**config.mk**
```make
export PLATFORM = sky130hd
export DESIGN_NAME = weight_pingpong_ctrl_flat
export DESIGN_NICKNAME = d
export VERILOG_FILES = /design/src/rtl/weight_pkg.sv /design/src/rtl/weight_pingpong_ctrl_if.sv /design/src/rtl/weight_pingpong_ctrl_slot.sv /design/src/rtl/weight_pingpong_ctrl.sv /design/src/flat_wrapper.sv
export SDC_FILE = /design/constraint.sdc
export NUM_CORES = 1
export LEC_CHECK = 0
export CELL_PAD_IN_SITES_DETAIL_PLACEMENT = 1
export CELL_PAD_IN_SITES_GLOBAL_PLACEMENT = 1
export CORE_ASPECT_RATIO = 0.75
export CORE_MARGIN = 2
export CORE_UTILIZATION = 32
export DETAILED_ROUTE_END_ITERATION = 16
export PLACE_DENSITY_LB_ADDON = 0.05
export SYNTH_ARGS = -nofsm -noshare
export SYNTH_HDL_FRONTEND = slang
export SYNTH_SLANG_ARGS = --single-unit
```
**constraint.sdc**
```tcl
create_clock -name clk -period 1.9 [get_ports clk]
set_clock_uncertainty 0.15 [all_clocks]
set_input_delay 0.57 -clock clk [delete_from_list [all_inputs] [get_ports clk]]
set_output_delay 0.57 -clock clk [all_outputs]
set_load 0.02 [all_outputs]
```
**src/rtl/weight_pkg.sv**
```systemverilog
// Shared types and helpers for the weight ping-pong buffer controller.
package weight_pkg;

  typedef enum logic [1:0] {
    HALF_FREE    = 2'd0,
    HALF_LOADING = 2'd1,
    HALF_FULL    = 2'd2,
    HALF_READING = 2'd3
  } half_state_e;

  localparam int unsigned NUM_HALVES = 32'd2;

  // Base address of a half: the select bit sits in the MSB of the buffer address.
  function automatic logic [31:0] half_base(input logic half_sel, input int unsigned addr_len);
    return {31'd0, half_sel} << (addr_len - 32'd1);
  endfunction

endpackage

```
**src/rtl/weight_pingpong_ctrl_if.sv**
```systemverilog
// Loader/reader handshake bundle of the weight ping-pong controller.
interface weight_pingpong_ctrl_if #(
  parameter int unsigned ADDR_LEN = 9
);
  logic                ld_req;
  logic                ld_gnt;
  logic [ADDR_LEN-1:0] ld_base;
  logic                ld_done;
  logic                rd_req;
  logic                rd_gnt;
  logic [ADDR_LEN-1:0] rd_base;
  logic                rd_done;
  logic [1:0]          full_cnt;
  logic                idle;

  modport master (
    output ld_req, ld_done, rd_req, rd_done,
    input  ld_gnt, ld_base, rd_gnt, rd_base, full_cnt, idle
  );

  modport slave (
    input  ld_req, ld_done, rd_req, rd_done,
    output ld_gnt, ld_base, rd_gnt, rd_base, full_cnt, idle
  );
endinterface

```
**src/rtl/weight_pingpong_ctrl_slot.sv**
```systemverilog
// wpp_slot: state register of one buffer half (FREE -> LOADING -> FULL -> READING -> FREE).
module wpp_slot
  import weight_pkg::*;
(
  input  logic        clk,
  input  logic        rst_n,
  input  logic        ld_grant_i,
  input  logic        ld_fin_i,
  input  logic        rd_grant_i,
  input  logic        rd_fin_i,
  output half_state_e state_o,
  output half_state_e state_d_o
);

  half_state_e state_q;
  half_state_e state_d;

  // Next-state: each event is only meaningful in the one state that can receive it.
  always_comb begin
    state_d = state_q;
    case (state_q)
      HALF_FREE:    if (ld_grant_i) state_d = HALF_LOADING; else state_d = state_q;
      HALF_LOADING: if (ld_fin_i)   state_d = HALF_FULL;    else state_d = state_q;
      HALF_FULL:    if (rd_grant_i) state_d = HALF_READING; else state_d = state_q;
      HALF_READING: if (rd_fin_i)   state_d = HALF_FREE;    else state_d = state_q;
      default:                      state_d = HALF_FREE;
    endcase
  end

  // State register.
  always_ff @(posedge clk or negedge rst_n) begin
    if (!rst_n) begin
      state_q <= HALF_FREE;
    end else begin
      state_q <= state_d;
    end
  end

  assign state_o   = state_q;
  assign state_d_o = state_d;

endmodule

```
**src/rtl/weight_pingpong_ctrl.sv**
```systemverilog
// Ping-pong arbitration of two weight-buffer halves between a loader and a PE-array reader.
// Optional sticky err output for ignored done pulses when WPP_ERR_EN is defined.
module weight_pingpong_ctrl
  import weight_pkg::*;
#(
  parameter int unsigned ADDR_LEN = 9
) (
  input  logic                   clk,
  input  logic                   rst_n,
  weight_pingpong_ctrl_if.slave  bus
`ifdef WPP_ERR_EN
  ,
  output logic                   err
`endif
);

  half_state_e         slot_q [NUM_HALVES];
  half_state_e         slot_d [NUM_HALVES];
  logic [1:0]          ld_grant_v, ld_fin_v, rd_grant_v, rd_fin_v;
  logic                ld_ptr_q, ld_ptr_d, rd_ptr_q, rd_ptr_d;
  logic                ld_out_q, ld_out_d, rd_out_q, rd_out_d;
  logic                ld_gnt_q, ld_gnt_d, rd_gnt_q, rd_gnt_d;
  logic                ld_fin_s, rd_fin_s;
  logic [ADDR_LEN-1:0] ld_base_q, ld_base_d, rd_base_q, rd_base_d;
  logic [1:0]          full_cnt_q, full_cnt_d;
  logic                idle_q, idle_d;

  // Grant decisions use registered state only; the owned half is always the one behind the pointer.
  always_comb begin
    ld_gnt_d   = bus.ld_req && !ld_out_q && (slot_q[ld_ptr_q] == HALF_FREE);
    rd_gnt_d   = bus.rd_req && !rd_out_q && (slot_q[rd_ptr_q] == HALF_FULL);
    ld_fin_s   = bus.ld_done && ld_out_q;
    rd_fin_s   = bus.rd_done && rd_out_q;
    ld_ptr_d   = ld_gnt_d ? ~ld_ptr_q : ld_ptr_q;
    rd_ptr_d   = rd_gnt_d ? ~rd_ptr_q : rd_ptr_q;
    ld_out_d   = ld_gnt_d || (ld_out_q && !ld_fin_s);
    rd_out_d   = rd_gnt_d || (rd_out_q && !rd_fin_s);
    ld_base_d  = ld_gnt_d ? ADDR_LEN'(half_base(ld_ptr_q, ADDR_LEN)) : ld_base_q;
    rd_base_d  = rd_gnt_d ? ADDR_LEN'(half_base(rd_ptr_q, ADDR_LEN)) : rd_base_q;
    ld_grant_v = 2'b00;
    ld_fin_v   = 2'b00;
    rd_grant_v = 2'b00;
    rd_fin_v   = 2'b00;
    for (int i = 0; i < 2; i++) begin
      ld_grant_v[i] = ld_gnt_d && (ld_ptr_q == 1'(i));
      rd_grant_v[i] = rd_gnt_d && (rd_ptr_q == 1'(i));
      ld_fin_v[i]   = ld_fin_s && (ld_ptr_q != 1'(i));
      rd_fin_v[i]   = rd_fin_s && (rd_ptr_q != 1'(i));
    end
    full_cnt_d = {1'b0, slot_d[0] == HALF_FULL} + {1'b0, slot_d[1] == HALF_FULL};
    idle_d     = (slot_d[0] == HALF_FREE) && (slot_d[1] == HALF_FREE) && !ld_out_d && !rd_out_d;
  end

  for (genvar g = 0; g < 2; g++) begin : g_slot
    wpp_slot u_slot (
      .clk        (clk),
      .rst_n      (rst_n),
      .ld_grant_i (ld_grant_v[g]),
      .ld_fin_i   (ld_fin_v[g]),
      .rd_grant_i (rd_grant_v[g]),
      .rd_fin_i   (rd_fin_v[g]),
      .state_o    (slot_q[g]),
      .state_d_o  (slot_d[g])
    );
  end

  // Pointers, ownership flags and registered outputs.
  always_ff @(posedge clk or negedge rst_n) begin
    if (!rst_n) begin
      ld_ptr_q   <= 1'b0;
      rd_ptr_q   <= 1'b0;
      ld_out_q   <= 1'b0;
      rd_out_q   <= 1'b0;
      ld_gnt_q   <= 1'b0;
      rd_gnt_q   <= 1'b0;
      ld_base_q  <= '0;
      rd_base_q  <= '0;
      full_cnt_q <= 2'd0;
      idle_q     <= 1'b1;
    end else begin
      ld_ptr_q   <= ld_ptr_d;
      rd_ptr_q   <= rd_ptr_d;
      ld_out_q   <= ld_out_d;
      rd_out_q   <= rd_out_d;
      ld_gnt_q   <= ld_gnt_d;
      rd_gnt_q   <= rd_gnt_d;
      ld_base_q  <= ld_base_d;
      rd_base_q  <= rd_base_d;
      full_cnt_q <= full_cnt_d;
      idle_q     <= idle_d;
    end
  end

  assign bus.ld_gnt   = ld_gnt_q;
  assign bus.rd_gnt   = rd_gnt_q;
  assign bus.ld_base  = ld_base_q;
  assign bus.rd_base  = rd_base_q;
  assign bus.full_cnt = full_cnt_q;
  assign bus.idle     = idle_q;

`ifdef WPP_ERR_EN
  logic err_q, err_d;

  // A done pulse on a side with nothing outstanding latches err until reset.
  always_comb begin
    err_d = err_q || (bus.ld_done && !ld_out_q) || (bus.rd_done && !rd_out_q);
  end

  // Sticky error register.
  always_ff @(posedge clk or negedge rst_n) begin
    if (!rst_n) begin
      err_q <= 1'b0;
    end else begin
      err_q <= err_d;
    end
  end

  assign err = err_q;
`endif

endmodule

```
**src/flat_wrapper.sv**
```systemverilog
// flat-port wrapper written by rule: the top's interface ports become plain ports
module weight_pingpong_ctrl_flat import weight_pkg::*;
#(
  parameter int unsigned ADDR_LEN = 9
)
  (clk, rst_n, bus_ld_req, bus_ld_done, bus_rd_req, bus_rd_done, bus_ld_gnt, bus_ld_base, bus_rd_gnt, bus_rd_base, bus_full_cnt, bus_idle);
  weight_pingpong_ctrl_if #(.ADDR_LEN(ADDR_LEN)) bus_i ();
  input  logic clk;
  input  logic rst_n;
  input wire logic [$bits(bus_i.ld_req)-1:0] bus_ld_req;
  input wire logic [$bits(bus_i.ld_done)-1:0] bus_ld_done;
  input wire logic [$bits(bus_i.rd_req)-1:0] bus_rd_req;
  input wire logic [$bits(bus_i.rd_done)-1:0] bus_rd_done;
  output wire logic [$bits(bus_i.ld_gnt)-1:0] bus_ld_gnt;
  output wire logic [$bits(bus_i.ld_base)-1:0] bus_ld_base;
  output wire logic [$bits(bus_i.rd_gnt)-1:0] bus_rd_gnt;
  output wire logic [$bits(bus_i.rd_base)-1:0] bus_rd_base;
  output wire logic [$bits(bus_i.full_cnt)-1:0] bus_full_cnt;
  output wire logic [$bits(bus_i.idle)-1:0] bus_idle;
  assign bus_i.ld_req = bus_ld_req;
  assign bus_i.ld_done = bus_ld_done;
  assign bus_i.rd_req = bus_rd_req;
  assign bus_i.rd_done = bus_rd_done;
  assign bus_ld_gnt = bus_i.ld_gnt;
  assign bus_ld_base = bus_i.ld_base;
  assign bus_rd_gnt = bus_i.rd_gnt;
  assign bus_rd_base = bus_i.rd_base;
  assign bus_full_cnt = bus_i.full_cnt;
  assign bus_idle = bus_i.idle;
  weight_pingpong_ctrl #(.ADDR_LEN(ADDR_LEN)) u_core (.clk(clk), .rst_n(rst_n), .bus(bus_i));
endmodule
```
### Yosys cells after proc, flatten, opt, wreduce, memory -nomap -nowiden

Cells that the tools add are included.

| storage, ports and cells | value |
|---|---|
| flip-flop bits (word level) | 15 |
| bits of input ports | 6 |
| output and inout bits | 23 |

| cells by class | value |
|---|---|
| add/sub/neg operators | 1 |
| magnitude comparators | 2 |
| eq/ne operators | 9 |
| mux-type cells | 16 |
| bitwise logic cells | 4 |
| reduce and logical (&&, ||, !) cells | 32 |

Operator list:

| kind | count |
|---|---|
| $mux W2 | 14 |
| $logic_and A1 B1 Y1 | 19 |
| $pmux W2 S4 | 2 |
| $eq A2 B2 Y1 const B | 7 |
| $logic_not A2 Y1 | 5 |
| $logic_not A1 Y1 | 6 |
| $eq A2 B1 Y1 const B | 2 |
| $ge A2 B2 Y1 const B | 2 |
| $not A1 Y2 | 2 |
| $add A1 B1 Y2 | 1 |
| $logic_or A1 B1 Y1 | 2 |
| $not A1 Y1 | 2 |

### Longest topological paths before layout

| depth | value |
|---|---|
| depth in word-level cells | 13 |
| mapped depth | 6 |
| depth with buffers taken out | 5 |

### Modules after synthesis

From an unflattened synthesis, not the netlist that was laid out.

| unflattened totals | value |
|---|---|
| cell total of the unflattened synthesis | 76 |
| area total of the unflattened synthesis | 833.3 sq um |

By module, submodules not included:

| module | times used | cells each | area an instance (sq um) | seq. area each (sq um) |
|---|---|---|---|---|
| weight_pingpong_ctrl | 1 | 62 | 650.6 | 276.5 |
| wpp_slot | 2 | 7 | 91.3 | 50.0 |

### Worst setup path before layout

OpenSTA, ideal clock, no wires.

| timing | value |
|---|---|
| kind | input-to-reg |
| from | input bus_ld_done |
| to | register u_core.full_cnt_q[0], in the netlist u_core.bus.full_cnt[0] |
| library setup time | 0.126 ns |
| data arrival time | 1.470 ns |
| required time | 1.624 ns |
| setup slack | 0.154 ns |
| stages | 5 |
| cells stage by stage | or3b_1 -> a2bb2oi_2 -> o32ai_2 -> nor2_1 -> ha_1 |

| on the way | value |
|---|---|
| longest elaborated chain between the ends | 6 |
| elaborated cells between the ends (all ways) | 10 |
| classes of those cells | 1 x add/sub; 2 x eq/ne; 4 x mux; 3 x reduce/logical |

RTL lines:

| item | RTL line | source |
|---|---|---|
| start: declaration | flat_wrapper.sv:11 | `input wire logic [$bits(bus_i.ld_done)-1:0] bus_ld_done;` |
| $logic_and A1 B1 Y1 | weight_pingpong_ctrl.sv:32 | `ld_fin_s = bus.ld_done && ld_out_q;` |
| $logic_and A1 B1 Y1 | weight_pingpong_ctrl.sv:47 | `ld_fin_v[i] = ld_fin_s && (ld_ptr_q != 1'(i));` |
| $mux W2 | weight_pingpong_ctrl_slot.sv:23 | `HALF_LOADING: if (ld_fin_i) state_d = HALF_FULL; else state_d = state_q;` |
| $pmux W2 S4 | weight_pingpong_ctrl_slot.sv:21 | `case (state_q)` |
| net u_core.g_slot[1].u_slot.state_d_o[0] | weight_pingpong_ctrl_slot.sv:12 | `output half_state_e state_d_o` |
| $eq A2 B2 Y1 | weight_pingpong_ctrl.sv:50 | `full_cnt_d = {1'b0, slot_d[0] == HALF_FULL} + {1'b0, slot_d[1] == HALF_FULL};` |
| $add A1 B1 Y2 | weight_pingpong_ctrl.sv:50 |  |
| net u_core.full_cnt_d[0] | weight_pingpong_ctrl.sv:25 | `logic [1:0] full_cnt_q, full_cnt_d;` |
| end signal: assignment | weight_pingpong_ctrl.sv:89 | `full_cnt_q <= full_cnt_d;` |
| end: declaration | weight_pingpong_ctrl.sv:25 |  |

The timed path passes the listed nets, and every way through them passes these cells.
A chain may end at the register's enable or synchronous reset.

### Worst setup path after layout

| timing | value |
|---|---|
| from | input bus_ld_req |
| to | register u_core.full_cnt_q[0], in the netlist u_core.bus.full_cnt[0] |

| on the way | value |
|---|---|
| longest elaborated chain between the ends | 7 |
| elaborated cells between the ends (all ways) | 11 |
| classes of those cells | 1 x add/sub; 2 x eq/ne; 4 x mux; 4 x reduce/logical |

RTL lines:

| item | RTL line | source |
|---|---|---|
| start: declaration | flat_wrapper.sv:10 | `input wire logic [$bits(bus_i.ld_req)-1:0] bus_ld_req;` |
| $logic_and A1 B1 Y1 (2 in a row) | weight_pingpong_ctrl.sv:30 | `ld_gnt_d = bus.ld_req && !ld_out_q && (slot_q[ld_ptr_q] == HALF_FREE);` |
| $logic_and A1 B1 Y1 | weight_pingpong_ctrl.sv:45 | `ld_grant_v[i] = ld_gnt_d && (ld_ptr_q == 1'(i));` |
| $mux W2 | weight_pingpong_ctrl_slot.sv:22 | `HALF_FREE: if (ld_grant_i) state_d = HALF_LOADING; else state_d = state_q;` |
| $pmux W2 S4 | weight_pingpong_ctrl_slot.sv:21 |  |
| net u_core.g_slot[1].u_slot.state_d_o[0] | weight_pingpong_ctrl_slot.sv:12 |  |
| $eq A2 B2 Y1 | weight_pingpong_ctrl.sv:50 |  |
| $add A1 B1 Y2 | weight_pingpong_ctrl.sv:50 |  |
| net u_core.full_cnt_d[0] | weight_pingpong_ctrl.sv:25 |  |

The timed path passes the listed nets, and every way through them passes these cells.

==> impl_metrics.py <==
metrics = {
    "clock_tree": {
        "cts_buffers": 3,
        "cts_root_buf": "clkbuf_4",
        "htree_levels": 1,
        "cts_num_sinks": 15,
        "clkTransAtPathRegs_ns": 0.10,
        "tritoncts": "built",
        "cts_buffer_depth": 2,
        "cts_hold_buffers": 0,
        "insertion_delay_ns": 0.30,
    },
    "die": {
        "num_rows": 16,
        "fp.dieArea_um2": 3130,
        "initial_core_util_pct": 33.3,
        "die_h_um": 48.9,
        "core_um2": 2580,
        "pin_count": 29,
        "die_x_um": 63.9,
    },
    "critical_path": {
        "required_ns": 1.94,
        "worst_path_largest_cell_delay_ns": 0.48,
        "cp.depth": 6,
        "cp.arrival_ns": 1.88,
        "crit_chain": "clkdlybuf4s50_1 -> buf_4 -> a21oi_1 -> o32ai_2 -> nor2_1 -> ha_1",
        "crit_type": "input pin to flip-flop",
        "critPathMaxFanout": 3,
        "critPathSlowestCell": "clkdlybuf4s50_1",
        "crit_family": "buffers and inverters",
        "crit_buf_inv": 2,
        "crit_path_end_kind": "flip-flop",
        "worstSetupStartpointType": "input pin",
        "r2r_cells": 5,
    },
    "route": {
        "drtIter0Drc": 8,
        "dr.pass1.iters": 4,
        "vias": 644,
        "vias_per_cell": 4.47,
        "drc": 0,
        "routed_wl_mm": 1.87,
        "ant_nets": 0,
        "wl_per_cell_um": 13.0,
    },
    "status": {
        "status": "completed",
    },
    "layout": {
        "nets": 116,
        "n_antenna_cell": 0,
        "postLayoutCoreUtil_pct": 40.8,
        "drive_above_1_share_pct": 23.1,
        "final_common_cell": "conb_1",
        "final_cell_mix": "conb_1, dfrtp_1, buf_4",
        "stdcell_area_um2": 1050,
        "stdcell_count": 144,
        "syn_to_final_growth_pct": 22.5,
    },
    "yosys": {
        "synth_cell_types": 34,
        "synth_area_per_cell_um2": 10.0,
        "yosysWarningCount": 0,
        "syn_inst": 86,
        "synth_seq_area_share_pct": 43.8,
        "ys_ff_latch": 15,
        "syn-cell-area_um2": 861,
    },
    "place": {
        "post-place-cells": 139,
        "gp_congestion": 0.819,
        "dpl.hpwl_mm": 1.40,
        "placed_area_um2": 1010,
        "io_buffer_count": 12,
    },
    "power_and_ir_drop": {
        "comb_power_share_pct": 47.6,
        "p_total_mw": 1.54,
        "p_clk_share_pct": 12.7,
        "internal-power_mw": 0.869,
        "p_leak_nw": 0.517,
        "swShare_pct": 43.5,
        "p_switching_mw": 0.669,
        "pwr-share-seq_pct": 39.7,
        "powerDensity_nw_per_um2": 1460,
        "ir_drop_mv": 0.591,
    },
    "sta": {
        "finalCriticalPeriod_ns": 1.84,
        "hold_viol": 0,
        "post-route-period-util_pct": 96.8,
        "drv_slew": 0,
        "setup_viol": 0,
        "rsz0062_at_grt": "yes",
        "fmax_ghz": 0.544,
    },
    "global_route": {
        "grt_use_total_pct": 14.2,
        "grt_pass1_wl_mm": 3.32,
        "overflow": 0,
        "antenna_found_initial": 0,
        "grt_max_degree": 16,
        "grt_pass1_vias": 650,
    },
    "job": {
        "maxCapViolCount": 0,
    },
    "worst_hold_path": {
        "hp-class": "flip-flop to flip-flop",
        "whs_path_depth": 2,
    },
}
## cells by family (layout without fill, tap and decap cells)
family,after synthesis,count (layout),share of synthesized area [%]
DFF,15,15,43.8
other,1,16,0.436
AOI/OAI and AO/OA,22,22,18.3
adders and majority gates,1,1,1.45
buffers and inverters,28,35,20.8
and+or+nand+nor,19,19,15.3
## area by class of cell
class | instances | area (um2)
fillers | 301 | 1530
multi-input cells | 58 | 382
flip-flops and latches | 15 | 378
repair buffers | 23 | 193
well taps | 36 | 45.0
inverters | 8 | 30.0
clock buffers | 3 | 22.5
clock inverters | 1 | 5.00
## cells in the mapped netlist (all sizes together)
library cell	count	area (um2)
and4bb	1	12.5
buf	18	136
inv	8	30.0
o32ai	1	16.3
o221ai	1	8.76
ha	1	12.5
dfrtp	14	350
a21oi	3	15.0
clkbuf	2	12.5
dfstp	1	26.3
conb	1	3.75
and4b	1	10.0
a22oi	2	15.0
nand4	1	6.26
a21boi	1	7.51
and3b	1	10.0
a31o	1	8.76
o21ai	8	40.0
o2111ai	2	17.5
or3b	1	8.76
and2b	1	7.51
a2bb2oi	1	15.0
nand4b	2	17.5
nand2	3	11.3
nor4	1	12.5
nand3	2	10.0
a31oi	1	6.26
nor3b	1	7.51
nor2b	1	6.26
nor2	3	11.3
o31ai	1	7.51
## routing by layer
metal  vias up  GRT usage [%]  wire, um
met5         -              0         0
met4         0           6.52        33
met3         4           5.54       118
met2        21           20.3       798
met1       307           18.9       917
li1        312              -         -
## final timing paths
| path | startpoint | endpoint | slack (ns) |
|---|---|---|---|
| max in group asynchronous | rst_n | u_core.bus.idle | 0.93 |
| worst min-delay path | u_core.bus.ld_base[8] | u_core.bus.ld_base[8] | 0.33 |
| worst min register to register | u_core.bus.ld_base[8] | u_core.bus.ld_base[8] | 0.33 |
| min in group asynchronous | rst_n | u_core.bus.rd_base[8] | 0.42 |
| worst max register to register | u_core.ld_ptr_q | u_core.bus.idle | 0.14 |
| worst max-delay path | bus_ld_req | u_core.bus.full_cnt[0] | 0.06 |
## flip-flops by register name (all words and copies together), names as in the netlist
name,cells
u_core.rd_ptr_q,1
u_core.bus.rd_base,1
u_core.rd_out_q,1
u_core.bus.ld_gnt,1
u_core.bus.ld_base,1
u_core.bus.rd_gnt,1
u_core.ld_ptr_q,1
u_core.bus.full_cnt,2
u_core.bus.idle,1
u_core.ld_out_q,1
u_core.g_slot.u_slot.state_o,4
## power by group through the flow
stage,Clock [mW],Combinational (mW),Sequential [mW]
after floorplan,0,0.471,0.572
after global placement,0,0.701,0.608
after detailed placement,0,0.705,0.610
after CTS,0.203,0.705,0.602
after global routing,0.219,0.816,0.639
final,0.195,0.732,0.611
## worst min-delay path: cells and delay by family (launching register included)
family | cells | cell delay, ns
AO/OA/AOI/OAI | 1 | 0.06
flip-flops | 1 | 0.35
AND/OR/NAND/NOR | 1 | 0.04
## per-stage QoR
step                      hold WS (ns)  worst slack (ns)  setup TNS, ns
after global routing             0.395           -0.0109        -0.0109
after floorplan                  0.124             0.154              0
final                            0.334            0.0605              0
after detailed placement         0.322            -0.490          -2.41
after CTS                        0.342           0.00147              0
after global placement           0.317            -0.437          -2.14
## timing repair
action | 4_1_cts | 5_1_grt
endpoints found under the setup margin | 10 | 3
setup buffers | 1 | 0
resized for setup | 10 | 4
pin swaps | 1 | 2
(Power assumes the default switching activity.)
